## config.mk

```make
export PLATFORM = sky130hd
export DESIGN_NAME = fetch_unit
export DESIGN_NICKNAME = d
export VERILOG_FILES = /design/src/rtl/fetch_pkg.sv /design/src/rtl/fetch_fifo.sv /design/src/rtl/fetch_unit.sv
export SDC_FILE = /design/constraint.sdc
export NUM_CORES = 1
export LEC_CHECK = 0
export ABC_AREA = 1
export CORE_AREA = 2 2 127 141
export DETAILED_ROUTE_END_ITERATION = 8
export DIE_AREA = 0 0 129 143
export PLACE_DENSITY = 0.84
export SLEW_MARGIN = 10
export SYNTH_ARGS = -nofsm -noshare
export SYNTH_HDL_FRONTEND = slang
export SYNTH_SLANG_ARGS = --single-unit
```

## constraint.sdc

```tcl
create_clock -name clk -period 9.5 [get_ports clk]
set_clock_uncertainty 0.1 [all_clocks]
set_input_delay 1.9 -clock clk [delete_from_list [all_inputs] [get_ports clk]]
set_output_delay 1.9 -clock clk [all_outputs]
set_load 0.005 [all_outputs]
```

## src/rtl/fetch_pkg.sv

```systemverilog
// Shared definitions for the instruction fetch unit.
//   FETCH_RESET_PC : default first fetch address after reset
//   FETCH_DEPTH    : default instruction buffer depth (= max requests in flight)
//   fetch_state_t  : FETCH_RUN issues requests, FETCH_DRAIN waits out stale responses
//   fetch_entry_t  : one buffered instruction {pc, inst}
package fetch_pkg;

  localparam logic [31:0] FETCH_RESET_PC = 32'h0000_1000;
  localparam int          FETCH_DEPTH    = 2;

  typedef enum logic {
    FETCH_RUN   = 1'b0,
    FETCH_DRAIN = 1'b1
  } fetch_state_t;

  typedef struct packed {
    logic [31:0] pc;
    logic [31:0] inst;
  } fetch_entry_t;

endpackage

```

## src/rtl/fetch_fifo.sv

```systemverilog
// Synchronous FIFO of fetch_entry_t used as the fetch instruction buffer.
//   clk, rst_n : clock, asynchronous active-low reset (pointers/count only)
//   push, push_data : write one entry
//   pop        : remove the head entry (ignored when empty)
//   flush      : empty the FIFO; wins over a same-cycle push
//   head       : current head entry (undefined when empty)
//   count      : number of stored entries
//   empty      : count == 0
module fetch_fifo
  import fetch_pkg::*;
#(
  parameter int  DEPTH = FETCH_DEPTH,
  localparam int CW    = $clog2(DEPTH + 1),
  localparam int PW    = (DEPTH > 1) ? $clog2(DEPTH) : 1
) (
  input  logic         clk,
  input  logic         rst_n,
  input  logic         push,
  input  fetch_entry_t push_data,
  input  logic         pop,
  input  logic         flush,
  output fetch_entry_t head,
  output logic [CW-1:0] count,
  output logic         empty
);

  fetch_entry_t  mem [DEPTH];
  logic [PW-1:0] rd_ptr;
  logic [PW-1:0] wr_ptr;
  logic          do_push;
  logic          do_pop;

  function automatic logic [PW-1:0] ptr_inc(input logic [PW-1:0] p);
    return (p == PW'(DEPTH - 1)) ? '0 : p + 1'b1;
  endfunction

  assign empty   = (count == '0);
  assign do_pop  = pop && !empty;
  // A push into a full FIFO is only legal when the head leaves in the same cycle.
  assign do_push = push && ((count != CW'(DEPTH)) || do_pop);
  assign head    = mem[rd_ptr];

  always_ff @(posedge clk or negedge rst_n) begin
    if (!rst_n) begin
      rd_ptr <= '0;
      wr_ptr <= '0;
      count  <= '0;
    end else if (flush) begin
      rd_ptr <= '0;
      wr_ptr <= '0;
      count  <= '0;
    end else begin
      if (do_push) wr_ptr <= ptr_inc(wr_ptr);
      if (do_pop)  rd_ptr <= ptr_inc(rd_ptr);
      count <= count + CW'(do_push) - CW'(do_pop);
    end
  end

  // Storage carries no reset; validity is tracked by count alone.
  always_ff @(posedge clk) begin
    if (do_push && !flush) mem[wr_ptr] <= push_data;
  end

endmodule

```

## src/rtl/fetch_unit.sv

```systemverilog
// Instruction fetch unit: issues in-order word fetches under a credit limit,
// buffers returned instructions for the decoder and handles redirects by
// flushing the buffer and dropping responses to already-issued requests.
//   clk, rst_n                  : clock, asynchronous active-low reset
//   imem_req/imem_addr/imem_gnt : fetch request handshake
//   imem_rvalid/imem_rdata      : in-order read responses
//   redirect_valid/redirect_pc  : new fetch target from execute
//   inst_valid/inst_ready       : decoder handshake
//   inst/inst_pc                : instruction word and its address
module fetch_unit
  import fetch_pkg::*;
#(
  parameter logic [31:0] RESET_PC = FETCH_RESET_PC,
  parameter int          DEPTH    = FETCH_DEPTH
) (
  input  logic        clk,
  input  logic        rst_n,
  output logic        imem_req,
  output logic [31:0] imem_addr,
  input  logic        imem_gnt,
  input  logic        imem_rvalid,
  input  logic [31:0] imem_rdata,
  input  logic        redirect_valid,
  input  logic [31:0] redirect_pc,
  output logic        inst_valid,
  input  logic        inst_ready,
  output logic [31:0] inst,
  output logic [31:0] inst_pc
);

  localparam int CW = $clog2(DEPTH + 1);

  fetch_state_t  state;
  fetch_state_t  state_nxt;
  logic [31:0]   fetch_pc;
  logic [31:0]   resp_pc;
  logic [31:0]   target_pc;
  logic [CW-1:0] outstanding;
  logic [CW-1:0] drop;
  logic [CW-1:0] drop_nxt;
  logic [CW-1:0] drop_redir;
  logic [CW-1:0] fifo_count;
  logic          fifo_empty;
  fetch_entry_t  fifo_head;
  fetch_entry_t  fifo_in;
  logic          credit_ok;
  logic          accept;
  logic          rsp;
  logic          keep;
  logic          pop;

  // Buffered entries plus in-flight requests may never exceed DEPTH, so every
  // response always has a free FIFO slot waiting for it.
  assign credit_ok  = ({1'b0, fifo_count} + {1'b0, outstanding}) < (CW + 1)'(DEPTH);
  assign imem_req   = rst_n && !redirect_valid && credit_ok && (state == FETCH_RUN);
  assign imem_addr  = fetch_pc;
  assign accept     = imem_req && imem_gnt;

  // A response with nothing outstanding is a protocol error and is ignored.
  assign rsp        = imem_rvalid && (outstanding != '0);
  assign keep       = rsp && !redirect_valid && (drop == '0);
  assign drop_redir = outstanding - CW'(rsp);
  assign target_pc  = redirect_pc & 32'hFFFF_FFFC;

  assign inst_valid = !fifo_empty && !redirect_valid;
  assign pop        = inst_valid && inst_ready;
  assign inst       = fifo_empty ? 32'h0 : fifo_head.inst;
  assign inst_pc    = fifo_empty ? RESET_PC : fifo_head.pc;
  assign fifo_in    = '{pc: resp_pc, inst: imem_rdata};

  always_comb begin
    state_nxt = state;
    drop_nxt  = drop;
    if (redirect_valid) begin
      // Everything still in flight (less any response landing now) is stale.
      drop_nxt  = drop_redir;
      state_nxt = (drop_redir != '0) ? FETCH_DRAIN : FETCH_RUN;
    end else begin
      if (rsp && (drop != '0)) drop_nxt = drop - 1'b1;
      if ((state == FETCH_DRAIN) && (drop_nxt == '0)) state_nxt = FETCH_RUN;
    end
  end

  always_ff @(posedge clk or negedge rst_n) begin
    if (!rst_n) begin
      state       <= FETCH_RUN;
      fetch_pc    <= RESET_PC;
      resp_pc     <= RESET_PC;
      outstanding <= '0;
      drop        <= '0;
    end else begin
      state       <= state_nxt;
      drop        <= drop_nxt;
      outstanding <= outstanding + CW'(accept) - CW'(rsp);
      if (redirect_valid) begin
        fetch_pc <= target_pc;
        resp_pc  <= target_pc;
      end else begin
        if (accept) fetch_pc <= fetch_pc + 32'd4;
        if (keep)   resp_pc  <= resp_pc + 32'd4;
      end
    end
  end

  fetch_fifo #(.DEPTH(DEPTH)) u_fifo (
    .clk       (clk),
    .rst_n     (rst_n),
    .push      (keep),
    .push_data (fifo_in),
    .pop       (pop),
    .flush     (redirect_valid),
    .head      (fifo_head),
    .count     (fifo_count),
    .empty     (fifo_empty)
  );

endmodule

```

After elaboration in Yosys (flattened, before gate mapping) --
Memories as Yosys holds them, arrays and structs flattened. Cells that the tools add are included.
Word-level totals: memories 1, bits in registers 73, output and inout bits 98, input bits 70, bits in writable memories 128
Cells by class: mux-type cells 21, bitwise operators 1, $lt $le $gt $ge 1, eq/ne operators 1, $add $sub $neg 11, reduce and logical (&&, ||, !) cells 28
Memory list:
- u_fifo.mem | words 2, bits a word 64, rd ports 1, clocked after memory_dff 0, wr ports 1, line fetch_fifo.sv:27 | fetch_entry_t mem [DEPTH];
Operator list (number):
- 2-to-1 mux 32 bit | 6
- adder 32 x 3 -> 32 bit (second input constant) | 2
- nonzero test 2 bit | 8
- logical AND 1 bit | 14
- 2-to-1 mux 1 bit | 11
- 2-to-1 mux 2 bit | 4
- logical NOT 2 bit | 3
- subtractor 2 x 1 -> 2 bit | 3
- adder 2 x 1 -> 2 bit | 2
- adder 2 x 2 -> 3 bit | 1
- less-than comparator 3 x 2 -> 1 bit (second input constant) | 1
- adder 1 bit (second input constant) | 2
- logical NOT 1 bit | 2
- inequality test 2 bit (second input constant) | 1
- subtractor 2 x 1 -> 2 bit (second input constant) | 1
- logical OR 1 bit | 1
- NOT 1 bit | 1

Logic depth before layout (Yosys ltp) --
word-level depth 10, depth in mapped cells 13, depth with buffers taken out 13

Modules after synthesis --
A second synthesis with hierarchy kept.
Second synthesis, totals: cells, all modules 1211, area total of the unflattened synthesis 10134.7 um^2
Modules (own cells, without submodules):
- fetch_unit | area an instance 5197.5 um^2, cells each 839, instances 1
- fetch_fifo | area an instance 4937.2 um^2, cells each 372, instances 1

Worst setup path after synthesis --
No wires, ideal clock.
kind in2reg, start input redirect_valid, end memory u_fifo.mem[1][0] (netlist bit) (enable), slack 3.833 ns, path buffers 1, data arrival time 5.083 ns, library setup time 0.484 ns, cell stages on the path 6, cells stage by stage buf_6 > nor2_1 > nand2_1 > nand3_1 > nand2_1 > nor2_1
On the way: word-level cells in the longest chain between the ends 9
RTL lines:
- start: declaration | line fetch_unit.sv:23 | input logic redirect_valid,
- logical NOT 1 bit | line fetch_unit.sv:65 | assign inst_valid = !fifo_empty && !redirect_valid;
- logical AND 1 bit | line fetch_unit.sv:65
- net inst_valid | line fetch_unit.sv:25 | output logic inst_valid,
- logical AND 1 bit | line fetch_unit.sv:66 | assign pop = inst_valid && inst_ready;
- logical AND 1 bit | line fetch_fifo.sv:38 | assign do_pop = pop && !empty;
- logical OR 1 bit | line fetch_fifo.sv:40 | assign do_push = push && ((count != CW'(DEPTH)) || do_pop);
- logical AND 1 bit | line fetch_fifo.sv:40
- logical AND 1 bit | line fetch_fifo.sv:61 | if (do_push && !flush) mem[wr_ptr] <= push_data;
- 2-to-1 mux 1 bit | line fetch_fifo.sv:61
- 2-to-1 mux 1 bit (not written as such) | line fetch_fifo.sv:61
- end: declaration | line fetch_fifo.sv:27
The timed path passes the listed nets, and every way through them passes these cells.

Final worst setup path --
start input redirect_valid, end output imem_req
On the way: word-level cells in the longest chain between the ends 4
RTL lines:
- logical NOT 1 bit | line fetch_unit.sv:55 | assign imem_req = rst_n && !redirect_valid && credit_ok && (state == FETCH_RUN);
- logical AND 1 bit (3 in series) | line fetch_unit.sv:55
- end: declaration | line fetch_unit.sv:18 | output logic imem_req,
Every way passes these cells.

==> impl_metrics.env <==
export IMPL_run_status="completed"
export IMPL_grt_pass1_wl_um=36580
export IMPL_synth_most_common_cell="nand2_1"
export IMPL_timing_final_crit_period_ns=5.596
export IMPL_leakage_nw=4.696
export IMPL_dr_first_iter_drc_count=636
export IMPL_synth_avg_cell_area_um2=8.877
export IMPL_clk_path_buf_depth=2
export IMPL_portBuffers=161
export IMPL_cts_resized=0
export IMPL_dp_cells=1433
export IMPL_drt_pass1_iter_count=5
export IMPL_hold_path_class="reg -> reg"
export IMPL_cts_tree="yes"
export IMPL_drc_errors=0
export IMPL_design_area_um2=11890
export IMPL_timing_setup_tns_ns=0
export IMPL_diodes=0
export IMPL_slowest_delay_ns=0.52
export IMPL_synth_common_cells="nand2_1, edfxtp_1, a21oi_1"
export IMPL_grt_busiest_layer="met2"
export IMPL_use_met1_pct=33.26
export IMPL_numCtsBuffers=17
export IMPL_finalMaxSlewViolations=0
export IMPL_ios=168
export IMPL_synth_flop_cell="edfxtp_1"
export IMPL_yosysTopAreaCell="edfxtp_1"
export IMPL_seq_area_frac_synth_pct=57.41
export IMPL_final_antenna_net_count=0
export IMPL_required_ns=7.50
export IMPL_rsz0062_at_grt="no"
export IMPL_place_area_um2=11270
export IMPL_synth_area_leaders="edfxtp_1, dfrtp_1, nand2_1, a21oi_1, nand3_1"
export IMPL_crit_chain="buf_2 > buf_4 > inv_4 > nand3_2 > nor2_4 > clkdlybuf4s50_1"
export IMPL_grt_met3_usage_pct=5.433
export IMPL_critPathKind="in -> out"
export IMPL_crit_fanout=54
export IMPL_ctsHtreeMaxLevel=4
export IMPL_instances_no_fill=1465
export IMPL_synth_edf_count=124
export IMPL_netlist_area_um2=9498
export IMPL_maxCapViolCount=0
export IMPL_start_kind="primary input"
export IMPL_grt_max_degree=65
export IMPL_grtUsageTotal_pct=25.66
export IMPL_worst_slew_pin_slew_ns=1.076
export IMPL_fill_cells=1276
export IMPL_postSynth_asyncResetShare_pct=35.75
export IMPL_finish_utilization_pct=70.15
export IMPL_netlist_instances=1070
export IMPL_initial_core_util_pct=56.02
export IMPL_die_area_um2=18450
export IMPL_synth_top_area_share_pct=39.20
export IMPL_synth_distinct_cells=43
export IMPL_insertion_delay_ns=0.44
export IMPL_wire_per_inst_um=16.19
export IMPL_die_x_um=129
export IMPL_rows=50
export IMPL_drt_wl_total_um=23720
export IMPL_die_h_um=143
export IMPL_cts_setup_buffers=0
export IMPL_powerDensity_nw_per_um2=215.8
export IMPL_clk_pin_slew_worst_paths_ns=0.07
export IMPL_ys_seq_elements=193
export IMPL_worst_path_max_delay_cell="clkdlybuf4s50_1"
export IMPL_maxSlewHeadroom_pct=28.25
export IMPL_grtUsageMet2_pct=42.30
export IMPL_setup_viol=0
export IMPL_first_global_vias=7424
export IMPL_worst_setup_path_end_kind="output port"
export IMPL_timing_fmax_mhz=178.7
export IMPL_peakVddDrop_v=0.0001353
export IMPL_hold_viol=0
export IMPL_syn2layout_area_growth_pct=25.21
export IMPL_layout_drive_gt1_share_pct=6.824
export IMPL_antenna_found_initial=0
export IMPL_gp_congestion=0.9314
export IMPL_viasPerCell=5.462
export IMPL_core_area_um2=16950
export IMPL_overflow=0
export IMPL_dp_hpwl_um=15800
export IMPL_root_buffer="clkbuf_16"
export IMPL_min_period_over_period_pct=58.90
export IMPL_yosysWarnings=0
export IMPL_fin_nets=1297
export IMPL_clkSinkCount=193
export IMPL_vias=8002
export IMPL_ctsHoldBuffers=0
export IMPL_cp_arrival_ns=3.60
-- routing by layer --
metal  vias to the layer above  wire [um]
met5                         -          0
met1                      3757       9849
met3                        52       1938
li1                       3827          -
met4                         0        610
met2                       366      11330
-- where the power goes --
| part | switching, mW | internal, mW | total, mW |
|---|---|---|---|
| sequential | 0.108 | 1.02 | 1.12 |
| clock | 0.336 | 0.424 | 0.760 |
| combinational | 0.381 | 0.302 | 0.683 |
-- layout by cell type (no fill, tap or decap), drive strengths merged, types with 2 or more instances in the layout --
cell type      instances
xor2                   4
buf                    8
a21oi                 91
or2                    2
a31oi                  2
clkdlybuf4s50        159
o21ai                 28
nand3b                 4
nand2                356
inv                   98
nor2                 103
nand4                  9
dfstp                  2
conb                   4
ha                     8
nand3                 91
dfrtp                 67
bufinv                 3
xnor2                  8
clkinvlp               2
nor3                  15
edfxtp               124
clkinv                 4
clkbuf                18
o211ai                13
-- worst max-delay path: cells and delay by family --
family / cells / cell delay (ns)
buffers and inverters: 4 / 1.32
AND/OR/NAND/NOR: 2 / 0.34
-- stage by stage --
stage	total power, mW	setup slack, ns	hold slack [ns]
2_1_floorplan	1.489	3.833	0.3702
3_3_place_gp	1.795	3.924	0.4155
3_5_place_dp	1.818	3.893	0.4349
4_1_cts	2.572	3.902	0.4481
5_1_grt	2.693	3.811	0.4790
6_report	2.566	3.904	0.4504
-- state kept, by name, indices dropped and copies added (netlist names) --
register,flops
u_fifo.wr_ptr,1
u_fifo.count,2
u_fifo.rd_ptr,1
outstanding,2
u_fifo.mem,124
state,1
imem_addr,30
resp_pc,30
drop,2
-- kinds of logic after synthesis --
family / after synthesis / synth area share (%)
fa+ha+maj: 9 / 1.265
compound gates: 139 / 7.838
xor+xnor: 12 / 1.107
other cells: 1 / 0.03948
buf+inv: 134 / 5.836
simple gates: 582 / 26.51
flops: 193 / 57.41
-- worst paths after layout --
check	from	endpoint	slack, ns	cells past startpoint
setup / recovery	redirect_valid	imem_req	3.90	6
hold / removal	resp_pc[2]	u_fifo.mem[1][34]	0.45	0
setup reg to reg	u_fifo.count[1]	u_fifo.mem[1][14]	6.51	8
hold reg to reg	resp_pc[2]	u_fifo.mem[1][34]	0.45	0
max in group asynchronous	rst_n	u_fifo.rd_ptr	6.79	2
min in group asynchronous	rst_n	imem_addr[28]	1.43	1
-- layout make-up --
class	count	area, um^2	area share (%)
Sequential cell	193	5454	45.86
Multi-Input combinational cell	746	3522	29.62
Timing Repair Buffer	167	1647	13.85
Clock buffer	18	429.2	3.609
Inverter	93	351.6	2.956
Tap cell	234	292.8	2.462
Clock inverter	14	196.4	1.652
(Power assumes the default switching activity.)
